===== src/rtl/tia_pkg.sv =====
// Shared TIA definitions: biphase clock state encoding and output decode.
package tia_pkg;

    // Biphase clock generator states, shared with benches and sibling TIA blocks.
    typedef enum logic [2:0] {
        RST = 3'd0,
        PH2 = 3'd1,
        Z1  = 3'd2,
        PH1 = 3'd3,
        Z2  = 3'd4
    } tia_clk_state_e;

    // Output bundle of the biphase generator.
    typedef struct packed {
        logic phi1;
        logic phi2;
        logic rl;
    } tia_clk_out_s;

    // Output values that belong to a given state.
    function automatic tia_clk_out_s tia_clk_decode(input tia_clk_state_e st);
        tia_clk_out_s o;
        o = '{phi1: 1'b0, phi2: 1'b0, rl: 1'b0};
        unique case (st)
            RST:     o.rl   = 1'b1;
            PH2:     o.phi2 = 1'b1;
            PH1:     o.phi1 = 1'b1;
            Z1, Z2:  o      = '{phi1: 1'b0, phi2: 1'b0, rl: 1'b0};
            default: o.rl   = 1'b1;
        endcase
        return o;
    endfunction

endpackage : tia_pkg


===== src/rtl/tia_biphase_clock.sv =====
// Divide-by-4 non-overlapping biphase clock generator with latched reset flag.
// Sequence RST -> PH2 -> Z1 -> PH1 -> Z2 -> PH2 ..., each state lasting one clk.
module tia_biphase_clock
    import tia_pkg::*;
(
    input  logic clk,
    input  logic r,
    output logic phi1,
    output logic phi2,
    output logic rl
);

    tia_clk_state_e state_q, state_d;
    logic           phi1_q, phi1_d;
    logic           phi2_q, phi2_d;
    logic           rl_q,   rl_d;
    tia_clk_out_s   out_d;

    // Next state and the outputs that state will present; the decode is done
    // ahead of the register so every output comes straight from a flop.
    always_comb begin
        // NOTE: every variable gets a default first so no path can infer a latch.
        state_d = state_q;
        unique case (state_q)
            RST:     state_d = PH2;
            PH2:     state_d = Z1;
            Z1:      state_d = PH1;
            PH1:     state_d = Z2;
            Z2:      state_d = PH2;
            default: state_d = RST;
        endcase
        out_d  = tia_clk_decode(state_d);
        phi1_d = out_d.phi1;
        phi2_d = out_d.phi2;
        rl_d   = out_d.rl;
    end

    // State and output registers; reset forces RST immediately, independent of clk.
    always_ff @(posedge clk or posedge r) begin
        // NOTE: non-blocking assignments so all flops update from pre-edge values.
        if (r) begin
            state_q <= RST;
            phi1_q  <= 1'b0;
            phi2_q  <= 1'b0;
            rl_q    <= 1'b1;
        end else begin
            state_q <= state_d;
            phi1_q  <= phi1_d;
            phi2_q  <= phi2_d;
            rl_q    <= rl_d;
        end
    end

    assign phi1 = phi1_q;
    assign phi2 = phi2_q;
    assign rl   = rl_q;

endmodule : tia_biphase_clock


===== config.mk =====
export PLATFORM = sky130hd
export DESIGN_NAME = tia_biphase_clock
export DESIGN_NICKNAME = d
export VERILOG_FILES = /design/src/rtl/tia_pkg.sv /design/src/rtl/tia_biphase_clock.sv
export SDC_FILE = /design/constraint.sdc
export NUM_CORES = 1
export LEC_CHECK = 0
export ABC_CLOCK_PERIOD_IN_PS = 1000
export CORE_AREA = 2 2 39 41
export CTS_BUF_LIST = sky130_fd_sc_hd__clkbuf_8
export DETAILED_ROUTE_END_ITERATION = 10
export DIE_AREA = 0 0 41 43
export SYNTH_ARGS = -nofsm -noshare
export SYNTH_HDL_FRONTEND = slang
export SYNTH_SLANG_ARGS = --single-unit

===== constraint.sdc =====
create_clock -name clk -period 1 [get_ports clk]
set_clock_uncertainty 0.1 [all_clocks]
set_input_delay 0.2 -clock clk [delete_from_list [all_inputs] [get_ports clk]]
set_output_delay 0.2 -clock clk [all_outputs]
set_load 0.03 [all_outputs]

==> summary.txt <==
CTS
  – # clock sinks: 6
  – H-tree level count: 1
  – CTS root buf: clkbuf_8
  – Clock latency at the later pin of the worst-skew pair: 0.22 ns
  – Max Root-Sink Buffers: 2
  – CTS tree: built
  – Setup Buffers After CTS: 0
  – Reg clk slew, reported paths: 0.04 ns
  – TritonCTS buffer count: 3

Critical path
  – Worst path required time: 0.70 ns
  – Arr. time, crit path: 0.86 ns
  – CP peak stage delay: 0.52 ns
  – Family with the most delay on the worst path: flip-flops
  – CP Capture Type: output pin
  – Slowest stage cell on the critical path: dfstp_2
  – Crit path buf inv count: 1
  – Reg2Reg Depth: 2
  – CP Class: reg -> out
  – Cells along the critical path: buf_6
  – CP max FO: 1
  – Startpoint Class: flop
  – Crit path depth: 1

Run
  – Max-Cap Viols: 0

Logic synthesis
  – Cells after synthesis: 14
  – Top cells by area, synth: dfrtp_1 63%, dfstp_2 13%, and3b_2 5.0%
  – Synth Net Count: 16
  – Seq/Total Area, Yosys: 75.62%
  – Share of the synthesized area in the top cell type: 62.50%
  – #FFs+latches synth: 6
  – Yosys cell types: 9
  – Synthesized area per cell: 14.30 µm²
  – Synth area leader: dfrtp_1
  – Synth warn: 0
  – Post-synthesis cell area: 200.2 µm²

STA
  – Tcrit/Tclk final: 115.7%
  – Minimum clock period: 1.157 ns
  – Hold Fails Final Rpt: 0
  – Finish-stage setup viols: 3
  – Slew Limit Fails: 0
  – Fmax: 864.6 MHz
  – Setup TNS: -0.1982 ns
  – Max transition margin: 85.46%
  – Worst-Margin Slew: 0.2178 ns
  – RSZ-0062 raised after global routing: true
  – Setup ws final: -0.1566 ns

Drt
  – Vias post-DR: 135
  – Wire per inst: 9.211 µm
  – Final antenna-violating net count: 0
  – Post-Route WL: 350 µm
  – DRT Pass-1 Iters: 3
  – DRC violations left: 0
  – Number of DRC markers in iteration 0: 4
  – Via-per-instance ratio: 3.553

Floorplanning
  – Initial Util: 14.47%
  – Die area: 0.001763 mm²
  – Die X: 41 µm
  – Die H: 43 µm
  – FP Rows: 14
  – Core Region: 0.001384 mm²
  – IO Count: 5

Pwr
  – Pwr per Cell Area: 2013 mW/mm²
  – Pleak: 0.1466 nW
  – Peak VDD IR: 0.5111 mV

Finish
  – Commonest non-fill, non-tap cell in the layout: dfrtp_1
  – Final nets: 25
  – Share of layout cells above drive strength 1: 36.36%
  – Filler instances: 155
  – Final core utilization: 22.33%
  – Layout area overhead: 54.37%
  – Antenna Cells: 0
  – Most frequent cells in the layout: 5 x dfrtp_1, 3 x clkbuf_8, 3 x buf_6

Place
  – GPL Wtd Cong: 0.4946
  – Count of input and output buffers: 4

GRT
  – Total gr overflow: 0
  – First-pass GRT wire length: 600 µm
  – Vias in the first global route: 169
  – Initial antenna violation count: 0
  – Largest net degree at the start of global routing: 7
  – Total GRT Usage: 5.674%

Run status
  – Status: finished, violations left
  – Failing checks: setup timing

Hold path
  – Hold crit path type: in -> async
[cells by family after synthesis]
| logic type | Yosys count | synth area share [%] |
|---|---|---|
| flip-flops | 6 | 75.63 |
| XOR/XNOR | 1 | 4.376 |
| AND/OR/NAND/NOR | 5 | 15.63 |
| AO/OA/AOI/OAI | 1 | 2.498 |
| buffers and inverters | 1 | 1.873 |
[registers in the layout, indices dropped and copies added (netlist names)]
signal,cells
phi1,1
phi2,1
rl,1
state_q,3
[final timing paths]
kind,slack (ns),end,from
worst min register to register,0.41,state_q[1],state_q[2]
worst max register to register,0.12,state_q[1],state_q[1]
max in group asynchronous,0.45,rl,r
worst max-delay path,-0.16,rl,rl
min in group clk,0.41,state_q[1],state_q[2]
worst min-delay path,0.09,state_q[1],r
[per-layer routing]
| layer | wire (µm) | GRT usage (%) |
|---|---|---|
| met1 | 122 | 4.636 |
| met2 | 186 | 8.438 |
| met3 | 41 | 3.141 |
| met4 | 0 | 6.000 |
| met5 | 0 | 0 |
[what timing repair did]
action	in CTS	in global routing
setup endpoints to repair	3	3
hold buffers	0	0
gates resized for setup	3	0
[per-stage QoR]
stage          hold WS (ns)  setup WS, ns  total power [mW]  std cells  instance area, µm²
2_1_floorplan       -0.1098        0.1117            0.2511         14               200.2
3_3_place_gp         0.3190       0.06054            0.2553         34               252.7
3_5_place_dp         0.3398       0.05176            0.2562         34               252.7
4_1_cts             0.09913       -0.1664            0.6349         38               309.0
5_1_grt              0.1405       -0.1695            0.6423         38               309.0
6_report            0.08868       -0.1566            0.6221         38               309.0
[area by class of cell]
| type | count | area (µm²) | area share (%) |
|---|---|---|---|
| clock buffer | 3 | 41.29 | 13.36 |
| clock inverter | 1 | 3.754 | 1.215 |
| inverter | 1 | 3.754 | 1.215 |
| multi-input combinational | 7 | 45.04 | 14.57 |
| sequential | 6 | 151.4 | 48.99 |
| tap | 16 | 20.02 | 6.478 |
| timing repair buffer | 4 | 43.79 | 14.17 |
[cell usage after synthesis]
| cell | instances |
|---|---|
| and3b_2 | 1 |
| a21oi_1 | 1 |
| dfrtp_1 | 5 |
| nor2_1 | 2 |
| dfstp_2 | 1 |
| nor2b_1 | 1 |
| nor3b_1 | 1 |
| inv_1 | 1 |
| xnor2_1 | 1 |
[report_power, final]
group          total, mW  switching, mW  internal [mW]
Clock              0.369          0.106          0.264
Sequential         0.244              0          0.244
Combinational    0.00834        0.00469        0.00366
No activity file was read; power rests on OpenSTA's default activity.
